[config.mk]
export PLATFORM = sky130hd
export DESIGN_NAME = gs_lsu_flat
export DESIGN_NICKNAME = d
export VERILOG_FILES = /design/src/rtl/gs_lsu_pkg.sv /design/src/rtl/gs_lsu_if.sv /design/src/rtl/gs_lsu_align.sv /design/src/rtl/gs_lsu.sv /design/src/flat_wrapper.sv
export SDC_FILE = /design/constraint.sdc
export NUM_CORES = 1
export LEC_CHECK = 0
export CELL_PAD_IN_SITES_DETAIL_PLACEMENT = 0
export CELL_PAD_IN_SITES_GLOBAL_PLACEMENT = 1
export CORE_AREA = 10 10 132 134
export DETAILED_ROUTE_END_ITERATION = 8
export DIE_AREA = 0 0 142 144
export PLACE_DENSITY_LB_ADDON = 0.1
export SYNTH_ARGS = -nofsm -noshare
export SYNTH_HDL_FRONTEND = slang
export SYNTH_SLANG_ARGS = --single-unit
[constraint.sdc]
create_clock -name clk -period 2.32 [get_ports clk]
set_input_delay 0.348 -clock clk [delete_from_list [all_inputs] [get_ports clk]]
set_output_delay 0.348 -clock clk [all_outputs]
set_load 0.005 [all_outputs]
[src/rtl/gs_lsu_pkg.sv]
// Shared types and helpers for the gs_lsu load/store unit.
// The optional performance counters are enabled with the GS_LSU_PERF_EN macro.
package gs_lsu_pkg;

    // Access size as encoded on req_size. 2'b11 is not a legal size.
    typedef enum logic [1:0] {
        SIZE_B = 2'b00,
        SIZE_H = 2'b01,
        SIZE_W = 2'b10
    } mem_size_e;

    // LSU sequencing states.
    typedef enum logic [1:0] {
        IDLE    = 2'b00,
        ACCESS  = 2'b01,
        CAPTURE = 2'b10,
        RESP    = 2'b11
    } lsu_state_e;

    // Request fields that must survive past the accept cycle.
    typedef struct packed {
        logic       we;
        logic [1:0] size;
        logic       uns;
        logic [1:0] off;
    } lsu_req_t;

    // True when an access cannot be issued to the SRAM: the address is not
    // naturally aligned for its size, or the size code itself is illegal.
    function automatic logic is_misaligned(input logic [1:0] size, input logic [1:0] off);
        logic bad;
        case (size)
            SIZE_B:  bad = 1'b0;
            SIZE_H:  bad = off[0];
            SIZE_W:  bad = (off != 2'b00);
            default: bad = 1'b1;
        endcase
        return bad;
    endfunction

endpackage

[src/rtl/gs_lsu_if.sv]
// Core <-> LSU request/response handshake bundle.
// master = core side, slave = LSU side.
interface gs_lsu_if #(
    parameter int ADDR_SIZE = 32,
    parameter int WORD_SIZE = 32
);
    logic                 req_valid;
    logic                 req_ready;
    logic                 req_we;
    logic [1:0]           req_size;
    logic                 req_unsigned;
    logic [ADDR_SIZE-1:0] req_addr;
    logic [WORD_SIZE-1:0] req_wdata;
    logic                 rsp_valid;
    logic                 rsp_ready;
    logic [WORD_SIZE-1:0] rsp_rdata;
    logic                 rsp_err;

    modport master (
        output req_valid, req_we, req_size, req_unsigned, req_addr, req_wdata, rsp_ready,
        input  req_ready, rsp_valid, rsp_rdata, rsp_err
    );

    modport slave (
        input  req_valid, req_we, req_size, req_unsigned, req_addr, req_wdata, rsp_ready,
        output req_ready, rsp_valid, rsp_rdata, rsp_err
    );
endinterface

[src/rtl/gs_lsu_align.sv]
// Combinational byte-lane logic for the LSU.
// Store side: replicate byte/half data across lanes and build the active-low
// write-enable mask. Load side: pick the addressed lane(s) and extend.
module gs_lsu_align
    import gs_lsu_pkg::*;
#(
    parameter int WORD_SIZE = 32,
    parameter int BYTES     = WORD_SIZE / 8
) (
    input  logic [1:0]           st_size,
    input  logic [1:0]           st_off,
    input  logic [WORD_SIZE-1:0] st_wdata,
    output logic [BYTES-1:0]     st_web,
    output logic [WORD_SIZE-1:0] st_di,
    input  logic [1:0]           ld_size,
    input  logic [1:0]           ld_off,
    input  logic                 ld_unsigned,
    input  logic [WORD_SIZE-1:0] ld_raw,
    output logic [WORD_SIZE-1:0] ld_data
);

    generate
        for (genvar gi = 0; gi < BYTES; gi++) begin : g_lane
            localparam logic [1:0] LANE = 2'(gi);
            logic [7:0] lane_di;
            logic       lane_web;

            // Per-lane store data and write strobe for the current size/offset.
            always_comb begin
                lane_di  = st_wdata[8*gi +: 8];
                lane_web = 1'b1;
                case (st_size)
                    SIZE_B: begin
                        lane_di  = st_wdata[7:0];
                        lane_web = (LANE != st_off);
                    end
                    SIZE_H: begin
                        lane_di  = st_wdata[8*(gi%2) +: 8];
                        lane_web = (LANE[1] != st_off[1]);
                    end
                    SIZE_W: begin
                        lane_di  = st_wdata[8*gi +: 8];
                        lane_web = 1'b0;
                    end
                    default: begin
                        lane_di  = st_wdata[8*gi +: 8];
                        lane_web = 1'b1;
                    end
                endcase
            end

            assign st_di[8*gi +: 8] = lane_di;
            assign st_web[gi]       = lane_web;
        end
    endgenerate

    logic [7:0]  ld_byte;
    logic [15:0] ld_half;

    // Select the addressed byte/half from the read word and sign/zero-extend.
    always_comb begin
        ld_byte = ld_raw[{ld_off, 3'b000} +: 8];
        ld_half = ld_raw[{ld_off[1], 4'b0000} +: 16];
        case (ld_size)
            SIZE_B:  ld_data = {{(WORD_SIZE-8){~ld_unsigned & ld_byte[7]}}, ld_byte};
            SIZE_H:  ld_data = {{(WORD_SIZE-16){~ld_unsigned & ld_half[15]}}, ld_half};
            default: ld_data = ld_raw;
        endcase
    end

endmodule

[src/rtl/gs_lsu.sv]
// gs_lsu: core-side load/store initiator for the SRAM data-memory port.
// One request in flight; registered SRAM pins; one response per request.
// Define GS_LSU_PERF_EN to add load/store/error response counters.
module gs_lsu
    import gs_lsu_pkg::*;
#(
    parameter int ADDR_SIZE = 32,
    parameter int WORD_SIZE = 32,
    parameter int BYTES     = WORD_SIZE / 8,
    parameter int MEM_AW    = 14
) (
    input  logic                 clk,
    input  logic                 rst,
    gs_lsu_if.slave              bus,
    output logic                 mem_oe,
    output logic [BYTES-1:0]     mem_web,
    output logic [MEM_AW-1:0]    mem_addr,
    output logic [WORD_SIZE-1:0] mem_di,
    input  logic [WORD_SIZE-1:0] mem_do
`ifdef GS_LSU_PERF_EN
    ,
    output logic [31:0]          perf_ld_cnt,
    output logic [31:0]          perf_st_cnt,
    output logic [31:0]          perf_err_cnt
`endif
);

    lsu_state_e           state_reg;
    lsu_req_t             req_reg;
    logic                 req_ready_reg;
    logic                 rsp_valid_reg;
    logic                 rsp_err_reg;
    logic [WORD_SIZE-1:0] rsp_rdata_reg;
    logic                 mem_oe_reg;
    logic [BYTES-1:0]     mem_web_reg;
    logic [MEM_AW-1:0]    mem_addr_reg;
    logic [WORD_SIZE-1:0] mem_di_reg;

    logic [BYTES-1:0]     st_web;
    logic [WORD_SIZE-1:0] st_di;
    logic [WORD_SIZE-1:0] ld_data;

    // Address bits above the SRAM word range are deliberately ignored.
    logic unused_addr_hi;
    assign unused_addr_hi = ^bus.req_addr[ADDR_SIZE-1:MEM_AW+2];

    // Store steering works on the live request so pins can be loaded at accept;
    // load extension works on the latched request and the SRAM read data.
    gs_lsu_align #(
        .WORD_SIZE (WORD_SIZE),
        .BYTES     (BYTES)
    ) u_align (
        .st_size     (bus.req_size),
        .st_off      (bus.req_addr[1:0]),
        .st_wdata    (bus.req_wdata),
        .st_web      (st_web),
        .st_di       (st_di),
        .ld_size     (req_reg.size),
        .ld_off      (req_reg.off),
        .ld_unsigned (req_reg.uns),
        .ld_raw      (mem_do),
        .ld_data     (ld_data)
    );

    // Main sequencer: request capture, SRAM pin registers and response registers.
    always_ff @(posedge clk or negedge rst) begin
        if (!rst) begin
            state_reg     <= IDLE;
            req_reg       <= '0;
            req_ready_reg <= 1'b1;
            rsp_valid_reg <= 1'b0;
            rsp_err_reg   <= 1'b0;
            rsp_rdata_reg <= '0;
            mem_oe_reg    <= 1'b0;
            mem_web_reg   <= '1;
            mem_addr_reg  <= '0;
            mem_di_reg    <= '0;
        end else begin
            case (state_reg)
                IDLE: begin
                    if (bus.req_valid) begin
                        req_reg.we    <= bus.req_we;
                        req_reg.size  <= bus.req_size;
                        req_reg.uns   <= bus.req_unsigned;
                        req_reg.off   <= bus.req_addr[1:0];
                        req_ready_reg <= 1'b0;
                        if (is_misaligned(bus.req_size, bus.req_addr[1:0])) begin
                            // Rejected accesses never touch the SRAM pins.
                            state_reg     <= RESP;
                            rsp_valid_reg <= 1'b1;
                            rsp_err_reg   <= 1'b1;
                            rsp_rdata_reg <= '0;
                        end else begin
                            state_reg    <= ACCESS;
                            mem_addr_reg <= bus.req_addr[MEM_AW+1:2];
                            if (bus.req_we) begin
                                mem_web_reg <= st_web;
                                mem_di_reg  <= st_di;
                            end else begin
                                mem_oe_reg  <= 1'b1;
                            end
                        end
                    end
                end
                ACCESS: begin
                    // The SRAM samples the pins on this edge; release them.
                    mem_oe_reg  <= 1'b0;
                    mem_web_reg <= '1;
                    if (req_reg.we) begin
                        state_reg     <= RESP;
                        rsp_valid_reg <= 1'b1;
                        rsp_err_reg   <= 1'b0;
                        rsp_rdata_reg <= '0;
                    end else begin
                        state_reg <= CAPTURE;
                    end
                end
                CAPTURE: begin
                    state_reg     <= RESP;
                    rsp_valid_reg <= 1'b1;
                    rsp_err_reg   <= 1'b0;
                    rsp_rdata_reg <= ld_data;
                end
                RESP: begin
                    if (bus.rsp_ready) begin
                        state_reg     <= IDLE;
                        rsp_valid_reg <= 1'b0;
                        req_ready_reg <= 1'b1;
                    end
                end
                default: begin
                    state_reg     <= IDLE;
                    req_ready_reg <= 1'b1;
                    rsp_valid_reg <= 1'b0;
                    mem_oe_reg    <= 1'b0;
                    mem_web_reg   <= '1;
                end
            endcase
        end
    end

    assign bus.req_ready = req_ready_reg;
    assign bus.rsp_valid = rsp_valid_reg;
    assign bus.rsp_err   = rsp_err_reg;
    assign bus.rsp_rdata = rsp_rdata_reg;
    assign mem_oe        = mem_oe_reg;
    assign mem_web       = mem_web_reg;
    assign mem_addr      = mem_addr_reg;
    assign mem_di        = mem_di_reg;

`ifdef GS_LSU_PERF_EN
    logic [31:0] perf_ld_reg;
    logic [31:0] perf_st_reg;
    logic [31:0] perf_err_reg;

    // Count completed responses by kind; counters wrap naturally.
    always_ff @(posedge clk or negedge rst) begin
        if (!rst) begin
            perf_ld_reg  <= '0;
            perf_st_reg  <= '0;
            perf_err_reg <= '0;
        end else if (rsp_valid_reg && bus.rsp_ready) begin
            if (rsp_err_reg) begin
                perf_err_reg <= perf_err_reg + 32'd1;
            end else if (req_reg.we) begin
                perf_st_reg  <= perf_st_reg + 32'd1;
            end else begin
                perf_ld_reg  <= perf_ld_reg + 32'd1;
            end
        end
    end

    assign perf_ld_cnt  = perf_ld_reg;
    assign perf_st_cnt  = perf_st_reg;
    assign perf_err_cnt = perf_err_reg;
`endif

endmodule

[src/flat_wrapper.sv]
// flat-port wrapper written by rule: the top's interface ports become plain ports
module gs_lsu_flat import gs_lsu_pkg::*;
#(
    parameter int ADDR_SIZE = 32,
    parameter int WORD_SIZE = 32,
    parameter int BYTES     = WORD_SIZE / 8,
    parameter int MEM_AW    = 14
)
  (clk, rst, mem_oe, mem_web, mem_addr, mem_di, mem_do, bus_req_valid, bus_req_we, bus_req_size, bus_req_unsigned, bus_req_addr, bus_req_wdata, bus_rsp_ready, bus_req_ready, bus_rsp_valid, bus_rsp_rdata, bus_rsp_err);
  gs_lsu_if #(.ADDR_SIZE(ADDR_SIZE), .WORD_SIZE(WORD_SIZE)) bus_i ();
  input  logic clk;
  input  logic rst;
  output logic mem_oe;
  output logic [BYTES-1:0] mem_web;
  output logic [MEM_AW-1:0] mem_addr;
  output logic [WORD_SIZE-1:0] mem_di;
  input  logic [WORD_SIZE-1:0] mem_do;
  input wire logic [$bits(bus_i.req_valid)-1:0] bus_req_valid;
  input wire logic [$bits(bus_i.req_we)-1:0] bus_req_we;
  input wire logic [$bits(bus_i.req_size)-1:0] bus_req_size;
  input wire logic [$bits(bus_i.req_unsigned)-1:0] bus_req_unsigned;
  input wire logic [$bits(bus_i.req_addr)-1:0] bus_req_addr;
  input wire logic [$bits(bus_i.req_wdata)-1:0] bus_req_wdata;
  input wire logic [$bits(bus_i.rsp_ready)-1:0] bus_rsp_ready;
  output wire logic [$bits(bus_i.req_ready)-1:0] bus_req_ready;
  output wire logic [$bits(bus_i.rsp_valid)-1:0] bus_rsp_valid;
  output wire logic [$bits(bus_i.rsp_rdata)-1:0] bus_rsp_rdata;
  output wire logic [$bits(bus_i.rsp_err)-1:0] bus_rsp_err;
  assign bus_i.req_valid = bus_req_valid;
  assign bus_i.req_we = bus_req_we;
  assign bus_i.req_size = bus_req_size;
  assign bus_i.req_unsigned = bus_req_unsigned;
  assign bus_i.req_addr = bus_req_addr;
  assign bus_i.req_wdata = bus_req_wdata;
  assign bus_i.rsp_ready = bus_rsp_ready;
  assign bus_req_ready = bus_i.req_ready;
  assign bus_rsp_valid = bus_i.rsp_valid;
  assign bus_rsp_rdata = bus_i.rsp_rdata;
  assign bus_rsp_err = bus_i.rsp_err;
  gs_lsu #(.ADDR_SIZE(ADDR_SIZE), .WORD_SIZE(WORD_SIZE), .BYTES(BYTES), .MEM_AW(MEM_AW)) u_core (.clk(clk), .rst(rst), .bus(bus_i), .mem_oe(mem_oe), .mem_web(mem_web), .mem_addr(mem_addr), .mem_di(mem_di), .mem_do(mem_do));
endmodule
==> results.md, run 1 <==
* CTS buffer count at 9
* CP required at roughly 2.6 ns
* CTS hold repair buffers at 0
* Placer congestion estimate at 0.837
* Area contributors post-synth: dfrtp_1, mux2_2, mux2i_1
* Crit path cell chain: inv_1, ha_1, a32oi_1, nand2_2, buf_12, mux2_2
* Fin nets at slightly above 700
* Flip-flop and latch count after synthesis at 94
* Most used DFF post-synth: dfrtp_1
* Post-synthesis mux area share at a little under a fifth
* Row cnt at 45
* Synthesized cell area at around 4800 um2
* Residual DRC count at 0
* Final period util at 86.1%
* Root Buffer Master: clkbuf_16
* Number of setup buffers added after CTS at 0
* Count leader, synth: dfrtp_1
* Simple-Gate Fraction of Synth Area at under 10%
* Final setup violation count at 0
* Final ANT Viol Nets at 0
* Hold Worst Slack at -0.0101 ns
* Library cells used by synthesis at 48
* Worst slew margin at between 40% and 50%
* Mean cell area of the mapped netlist at 10.9 um2
* Outcome: finished with violations
* Post-synthesis sequential area ratio at 49.5%
* Worst clock skew at 0.00517 ns
* CTS tree: yes
* DR WL/cell at 19.0 um
* Wire length on met3 at 1.26 mm
* IO buf count at 173
* Synth area leader: dfrtp_1
* # IOs at 190
* Vias after detailed routing at 3996
* Min-delay worst type: primary input to asynchronous set/reset pin
* Crit path largest cell delay at 0.41 ns
* Max-Cap Viols at 0
* Clock sinks at 94
* Largest family of logic cells by synthesized area: multiplexers
* Clock Latency Late Sink at 0.34 ns
* Crit path DAT at 2.23 ns
* Initial antenna violation count at 0
* Yosys warning total at 0
* Starting Density at between 30 and 40%
* Startpoint types: register
* Async set-reset flop share out of synthesis at 100%
* Drt via density at around 5.0
* Worst Path Buf+Inv at 2
* Global-route usage over all layers at ~15%
* Max frequency at 0.501 GHz
* Largest net degree at the start of global routing at 65
* Drt pass-1 iters at 4
* Routed WL at 15.2 mm
* Crit path from: u_core.state_reg[0]
* Post-synth top cells: dfrtp_1, o21ai_0, mux2_2
* Post-synth EDFFs at 0
* H-tree lvl count at 3
* Post-synth top area share at around 47%
* Worst Tran Pin Value at 0.785 ns
* Worst setup path category: register to register
* Leakage power total at 0.00306 uW
* Cell family with most CP delay: adder cells
* HPWL after DPL at 11.6 mm
* Max FO, Critical Path at 32
* DR top layer: met4
* Starting DRT DRC Count at 233
* Gate Count Post-Synth at approximately 440
* XOR/XNOR Fraction of Synth Area at 0%
* Met2 Wirelength at around 7.3 mm
* Share of layout cells above drive strength 1 at 16.4%
* Clock buffer depth at 2
* PostCTS Resize Cnt at 0
* Die area at just over 20000 um2
* Slew Limit Fails at 0
* WL met1 at approximately 6.4 mm
* Final non-filler cell total at between 800 and 900
* Grt total ovfl at 0
* Fin. Hold Viols at 23
* Slowest CP cell: ha_1
* Fin crit period at 2.00 ns
* RR Startpoint: u_core.state_reg[0]
* Synth Area in Compound Gates at 18.4%
* Cell Count Post-Placement at 788
* Maximum vdd ir drop at 0.490 mV
* First-pass GRT wire length at 24.1 mm
* Post-synthesis adder-cell area fraction at 1.31%
* CTS clk-pin slew, worst paths at 0.07 ns
* Setup crit end kind: register
* Core outline area at 14900 um2
* Die X-Extent at 142 um
* PD cells at between 1000 and 1500 nW/um2
* Height of the die at around 140 um
* Syn nets at around 550
* RSZ-0062 raised after global routing: no
* Syn-to-layout area delta at 48.6%
* Vias in the first global route at ~4300
* # fillers at 1394
* Failing checks: negative hold slack
* Final TNS setup at 0 ns
* Ant. Diodes at 0
-- path summary, 6_finish.rpt --
path,endpoint,slack (ns),cells after the start
max,u_core.bus.rsp_rdata[8],0.32,6
min,u_core.bus.rsp_rdata[2],-0.01,1
max in group asynchronous,u_core.mem_addr[9],1.61,2
min in group clk,u_core.mem_di[23],0.48,2
min reg2reg,u_core.mem_di[23],0.48,2
max reg2reg,u_core.bus.rsp_rdata[8],0.32,6
-- logic make-up (layout without fill, tap and decap cells) --
group | count (synthesis) | after routing
AOI/OAI and AO/OA | 137 | 137
muxes | 84 | 84
buffers and inverters | 47 | 225
DFF | 94 | 94
adders and majority gates | 5 | 5
and+or+nand+nor | 71 | 71
-- worst register-to-register path, delay by kind of cell, from the launching register on --
| family | cells | cell delay [ns] |
|---|---|---|
| simple gates | 1 | 0.14 |
| compound gates | 1 | 0.22 |
| flops | 1 | 0.40 |
| mux | 1 | 0.38 |
| buf+inv | 2 | 0.34 |
| fa+ha+maj | 1 | 0.41 |
-- power by group --
group          total, uW  switching, uW  leakage, uW  internal, uW
sequential          2730            404      0.00119          2320
combinational       4000           1730      0.00173          2270
clock               1540            647     0.000144           893
total               8270           2780      0.00306          5490
-- layout make-up --
type                            count  area [um2]  share of cell area [%]
Clock buffer                       11         253                    3.57
Tap cell                          188         235                    3.32
Sequential cell                    94        2360                    33.3
Clock inverter                      5        57.6                   0.813
Multi-Input combinational cell    297        2200                    31.0
Inverter                           18        67.6                   0.954
Timing Repair Buffer              191        1910                    27.0
-- metal layers --
layer  GRT usage [%]  vias up
met5               0        -
met4            5.59        0
met3            5.12       19
met2            24.3      135
met1            17.6     1915
li1                -     1927
-- through the flow --
| stage | power, uW | utilization (%) | hold WS (ns) | worst slack, ns | area [um2] |
|---|---|---|---|---|---|
| finish | 8270 | 47.7 | -0.0101 | 0.323 | 7080 |
| global route | 8900 | 47.7 | 0.0300 | 0.205 | 7080 |
| CTS | 8420 | 47.7 | 0.00396 | 0.336 | 7080 |
| detailed placement | 6830 | 45.6 | 0.379 | 0.0604 | 6770 |
| global placement | 6760 | 45.6 | 0.375 | 0.0866 | 6770 |
| floorplan | 4770 | - | 0.0524 | 0.409 | 4770 |
-- placed cells by master (no fill, tap or decap), types with 2 or more instances in the layout --
cell	count
a31oi_1	8
clkbuf_8	2
nor2b_1	5
ha_1	5
dfstp_2	5
inv_1	18
nand3_1	2
clkinvlp_4	3
and3_1	2
a21oi_1	19
nand2b_1	8
a32oi_1	7
nor2_1	13
buf_4	15
nor3b_1	2
clkbuf_16	9
nor3_1	3
mux2i_1	32
dfrtp_1	89
o21a_1	2
o21ai_0	62
clkdlybuf4s50_1	172
buf_12	4
a211oi_1	2
nand2_1	29
mux2_2	51
a2bb2oi_1	11
a21o_1	3
o211ai_1	6
a22oi_1	6
(Power assumes the default switching activity.)
==> run 2: changes to the inputs <==
==> config.mk (replaced) <==
export PLATFORM = sky130hd
export DESIGN_NAME = gs_lsu_flat
export DESIGN_NICKNAME = d
export VERILOG_FILES = /design/src/rtl/gs_lsu_pkg.sv /design/src/rtl/gs_lsu_if.sv /design/src/rtl/gs_lsu_align.sv /design/src/rtl/gs_lsu.sv /design/src/flat_wrapper.sv
export SDC_FILE = /design/constraint.sdc
export NUM_CORES = 1
export LEC_CHECK = 0
export CORE_AREA = 10 10 105 130
export DETAILED_ROUTE_END_ITERATION = 8
export DIE_AREA = 0 0 115 140
export PLACE_DENSITY = 0.79
export SYNTH_ARGS = -nofsm -noshare
export SYNTH_HDL_FRONTEND = slang
export SYNTH_SLANG_ARGS = --single-unit
==> run 2 against run 1 <==
The run still ends with negative hold slack left. Worst setup slack gained 0.010 ns. Utilization grew 16 points. Register-to-register slack is essentially flat. Final cell count shrank 6.5%. Via count grew 4.4%. Non-clock buffer count is the same. Fmax grew 0.52%. Clock-buffer cell count is the same. Clock skew is essentially flat. Critical endpoint is now u_core.bus.rsp_rdata[20].
==> results.md, run 2 (synthesized netlist as in run 1, its figures left out) <==
* Flop pwr share at approximately a third
* Placer congestion estimate at 0.894
* Global-route usage over all layers at 18.0%
* CTS buffer count at 9
* Height of the die at 140 um
* # IOs at 190
* Int Pwr at 5600 uW
* Initial antenna violation count at 0
* CP required at between 2 and 3 ns
* Clock buffer depth at 2
* Max frequency at 0.503 GHz
* CTS tree: yes
* Leading cell type in the layout, fill and taps excluded: clkdlybuf4s50_1
* Setup crit end kind: register
* Hold Worst Slack at -0.00475 ns
* First-pass GRT wire length at ~23 mm
* Root Buffer Master: clkbuf_16
* Number of setup buffers added after CTS at 0
* Cell Count Post-Placement at 735
* CTS hold repair buffers at 0
* CTS clk-pin slew, worst paths at 0.07 ns
* Worst clock skew at 0.00528 ns
* Residual DRC count at 0
* Worst setup path category: register to register
* RSZ-0062 raised after global routing: no
* Crit path cell chain: inv_1, ha_1, a32oi_1, nand2_2, buf_12, mux2_2
* Final ANT Viol Nets at 0
* HPWL after DPL at 11.4 mm
* H-tree lvl count at 3
* Drt via density at between 5 and 6
* Starting DRT DRC Count at 182
* Grt total ovfl at 0
* Max FO, Critical Path at 24
* PD cells at between 1000 and 1500 nW/um2
* Crit path largest cell delay at about 0.41 ns
* Worst Tran Pin Value at 0.747 ns
* Vias in the first global route at 4483
* Final TNS setup at 0 ns
* Vias after detailed routing at 4171
* Drt pass-1 iters at 4
* Die X-Extent at roughly 120 um
* Worst Path Buf+Inv at 2
* IO buf count at 173
* Min-delay worst type: primary input to asynchronous set/reset pin
* Failing checks: negative hold slack
* Row cnt at 43
* Combinational share of power at 48.8%
* Final non-filler cell total at 752
* # fillers at 886
* Routed WL at about 15 mm
* Clock Latency Late Sink at 0.33 ns
* Core outline area at 11100 um2
* Slew Limit Fails at 0
* Starting Density at 43.0%
* Fin nets at 720
* Cell family with most CP delay: adder cells
* Most frequent cells in the layout: clkdlybuf4s50_1, dfrtp_1, o21ai_0
* Syn-to-layout area delta at 47.6%
* Max-Cap Viols at 0
* Die area at about 16000 um2
* Leakage power total at 0.00307 uW
* Switching power at 2820 uW
* Outcome: finished with violations
* Final setup violation count at 0
* PostCTS Resize Cnt at 0
* Crit path DAT at approximately 2.2 ns
* Fin crit period at just under 2 ns
* DR WL/cell at 19.6 um
* Sw Share at about a third
* Slowest CP cell: ha_1
* DP Area at 6710 um2
* Share of layout cells above drive strength 1 at 16.2%
* Worst slew margin at 50.2%
* Clock sinks at 94
* Clock share of power at 18.9%
* Fin. Hold Viols at 3
* Design area at 7030 um2
* Final period util at 85.6%
* Largest net degree at the start of global routing at 55
* Maximum vdd ir drop at 0.606 mV
* Startpoint types: register
==> run 2: path summary, 6_finish.rpt <==
check | start | endpoint | slack (ns) | depth (start not counted)
worst min register to register | u_core.mem_di[15] | u_core.mem_di[15] | 0.48 | 2
worst min-delay path | rst | u_core.bus.rsp_rdata[4] | -0.005 | 1
worst max-delay path | u_core.state_reg[1] | u_core.bus.rsp_rdata[20] | 0.33 | 6
worst max register to register | u_core.state_reg[1] | u_core.bus.rsp_rdata[20] | 0.33 | 6
min in group clk | u_core.mem_di[15] | u_core.mem_di[15] | 0.48 | 2
max in group asynchronous | rst | u_core.mem_web[3] | 1.61 | 2
==> run 2: worst reg2reg max path: stages (launching register included) <==
cell and delay, ns:
dfrtp_1 0.40, inv_1 0.15, ha_1 0.41, a32oi_1 0.22
nand2_2 0.14, buf_12 0.18, mux2_2 0.38
==> run 2: per-stage QoR <==
step                hold slack, ns  setup slack (ns)  util [%]  power (uW)
CTS                         0.0121             0.336      63.4        8490
floorplan                   0.0524             0.409         -        4770
global placement             0.361             0.205      60.5        6710
detailed placement           0.373             0.139      60.5        6860
finish                    -0.00475             0.334      63.5        8410
global route                0.0296             0.172      63.4        8980
==> run 2: layer usage <==
metal | global-route usage [%] | up-vias | part of all wire [%]
met5 | 0 | - | 0
met4 | 5.87 | 0 | 1.9
met3 | 9.53 | 20 | 14
met2 | 28.3 | 201 | 46
met1 | 20.4 | 2016 | 38
li1 | - | 1934 | -
==> run 2: layout make-up <==
type / instances / area [um2] / share of cell area (%)
tap: 135 / 169 / 2.40
multi-input combinational: 297 / 2200 / 31.2
clock buffer: 11 / 243 / 3.45
sequential: 94 / 2360 / 33.5
antenna: 1 / 2.50 / 0.0356
inverter: 18 / 67.6 / 0.961
timing repair buffer: 191 / 1910 / 27.2
clock inverter: 5 / 81.3 / 1.16
==> run 2: power groups by stage <==
| stage | registers (uW) | clock network (uW) | logic [uW] |
|---|---|---|---|
| global route | 2800 | 1700 | 4480 |
| detailed placement | 2730 | 0 | 4130 |
| global placement | 2690 | 0 | 4020 |
| floorplan | 2710 | 0 | 2060 |
| finish | 2710 | 1590 | 4110 |
| CTS | 2720 | 1620 | 4150 |
==> run 3: changes to the inputs <==
--- a/config.mk
+++ b/config.mk
@@ -5,9 +5,9 @@
 export SDC_FILE = /design/constraint.sdc
 export NUM_CORES = 1
 export LEC_CHECK = 0
-export CORE_AREA = 10 10 105 130
+export CORE_AREA = 2 2 97 122
 export DETAILED_ROUTE_END_ITERATION = 8
-export DIE_AREA = 0 0 115 140
+export DIE_AREA = 0 0 99 124
 export PLACE_DENSITY = 0.79
 export SYNTH_ARGS = -nofsm -noshare
 export SYNTH_HDL_FRONTEND = slang
==> run 3 against run 2 <==
The flow now finishes without violations. Final area shrank 0.62%. Wire length shrank 7.2%. Register-to-register slack lost 0.04 ns. Global-route usage grew 4.7 points. Via count shrank 0.24%. Highest routed layer unchanged. First-iteration DRC count grew 6.6%.
==> results.md, run 3 (synthesized netlist as in run 1, its figures left out) <==
* Crit path DAT at 2.26 ns
* Design area at roughly 7000 um2
* Combinational share of power at 48.9%
* Crit path cell chain: inv_1, ha_1, and3_1, o21ai_4, buf_12, buf_4, o21ai_0
* Die area at ~12000 um2
* Residual DRC count at 0
* Final period util at 87.2%
* CTS clk-pin slew, worst paths at 0.06 ns
* Starting Density at 43.2%
* Height of the die at around 120 um
* Worst Tran Pin Value at 0.707 ns
* Grt total ovfl at 0
* CTS tree: yes
* DR top layer: met4
* Place WS at between 0.1 and 0.15 ns
* WL met1 at 5.15 mm
* Fin nets at 719
* Worst Path Buf+Inv at 3
* Fin. Hold Viols at 0
* Clock sinks at 94
* Final ANT Viol Nets at 0
* Sw Share at 33.5%
* Flop pwr share at between 30% and 40%
* DR WL/cell at 18.3 um
* Clock share of power at a little under a fifth
* Leakage power total at about 0.0030 uW
* Ant. Diodes at 0
* Vias after detailed routing at approximately 4200
* Syn-to-layout area delta at 46.7%
* RSZ-0062 raised after global routing: no
* Max frequency at between 0.4 and 0.5 GHz
* Slew Limit Fails at 0
* # fillers at 849
* H-tree lvl count at 3
* Number of setup buffers added after CTS at 0
* Worst slew margin at 52.8%
* Clock buffer depth at 2
* Drt pass-1 iters at 4
* Core outline area at approximately 11000 um2
* Fin crit period at around 2.0 ns
* Cell family with most CP delay: buffers and inverters
* Maximum vdd ir drop at roughly 0.56 mV
* PD cells at 1180 nW/um2
* CTS buffer count at 9
* Util after Layout at 63.4%
* Min-delay worst type: primary input to asynchronous set/reset pin
* Final setup violation count at 0
* Drt via density at 5.55
* Slowest CP cell: ha_1
* Placer congestion estimate at 0.835
* Final non-filler cell total at between 700 and 800
* Int Pwr at 5480 uW
* CP required at 2.56 ns
* Starting DRT DRC Count at 194
* Vias in the first global route at 4230
* Routed WL at 13.7 mm
* Clock Latency Late Sink at 0.33 ns
* Die X-Extent at 99 um
* Row cnt at 43
* Largest net degree at the start of global routing at 58
* Share of layout cells above drive strength 1 at 15.9%
* Most frequent cells in the layout: clkdlybuf4s50_1, dfrtp_1, o21ai_0
* Setup crit end kind: register
* Global-route usage over all layers at 22.7%
* PostCTS Resize Cnt at 0
* Worst setup path category: register to register
* Root Buffer Master: clkbuf_16
* Switching power at 2760 uW
* Cell Count Post-Placement at 734
* HPWL after DPL at just over 10 mm
* Outcome: complete, no violations
* Crit path largest cell delay at 0.42 ns
* Final TNS setup at 0 ns
* Worst clock skew at slightly above 0.004 ns
* # IOs at 190
* First-pass GRT wire length at 21.9 mm
* DP Area at 6690 um2
* Leading cell type in the layout, fill and taps excluded: clkdlybuf4s50_1
* Startpoint types: register
* CTS hold repair buffers at 0
* Wire length on met3 at around 1.6 mm
* Met2 Wirelength at 6.73 mm
* Max-Cap Viols at 0
* Initial antenna violation count at 0
* Max FO, Critical Path at 57
* IO buf count at 173
* Setup WS post-layout at 0.297 ns
## run 3: cell type report
cell class / instances / area (um2) / share of cell area (%)
clock buffers: 13 / 260 / 3.72
clock inverters: 3 / 42.5 / 0.609
inverters: 18 / 67.6 / 0.967
multi-input cells: 297 / 2200 / 31.4
flip-flops and latches: 94 / 2360 / 33.7
well taps: 135 / 169 / 2.42
repair buffers: 190 / 1890 / 27.1
## run 3: power groups by stage
stage	clock [uW]	combinational [uW]	sequential, uW
floorplan	0	2060	2710
global placement	0	3900	2690
detailed placement	0	4030	2730
CTS	1530	4050	2720
global route	1600	4390	2790
finish	1490	4030	2720
## run 3: final timing paths
check                                          from                   to  slack (ns)  cells after the start
worst min-delay path                            rst  u_core.mem_addr[11]        0.03                      1
worst min register to register    u_core.mem_di[29]    u_core.mem_di[29]        0.48                      2
worst max-delay path            u_core.state_reg[0]    u_core.mem_di[22]        0.30                      7
max in group asynchronous                       rst    u_core.mem_web[0]        1.57                      2
min in group clk                  u_core.mem_di[29]    u_core.mem_di[29]        0.48                      2
worst max register to register  u_core.state_reg[0]    u_core.mem_di[22]        0.30                      7
## run 3: layer usage
metal	global-route usage [%]	vias up
met5	0	-
met4	6.51	0
met3	9.82	17
met2	39.7	207
met1	25.2	2001
li1	-	1936
## run 3: metrics by stage
step	hold WS, ns	total power, uW
global placement	0.403	6590
finish	0.0285	8230
detailed placement	0.412	6760
floorplan	0.0524	4770
CTS	0.0513	8300
global route	0.0712	8780
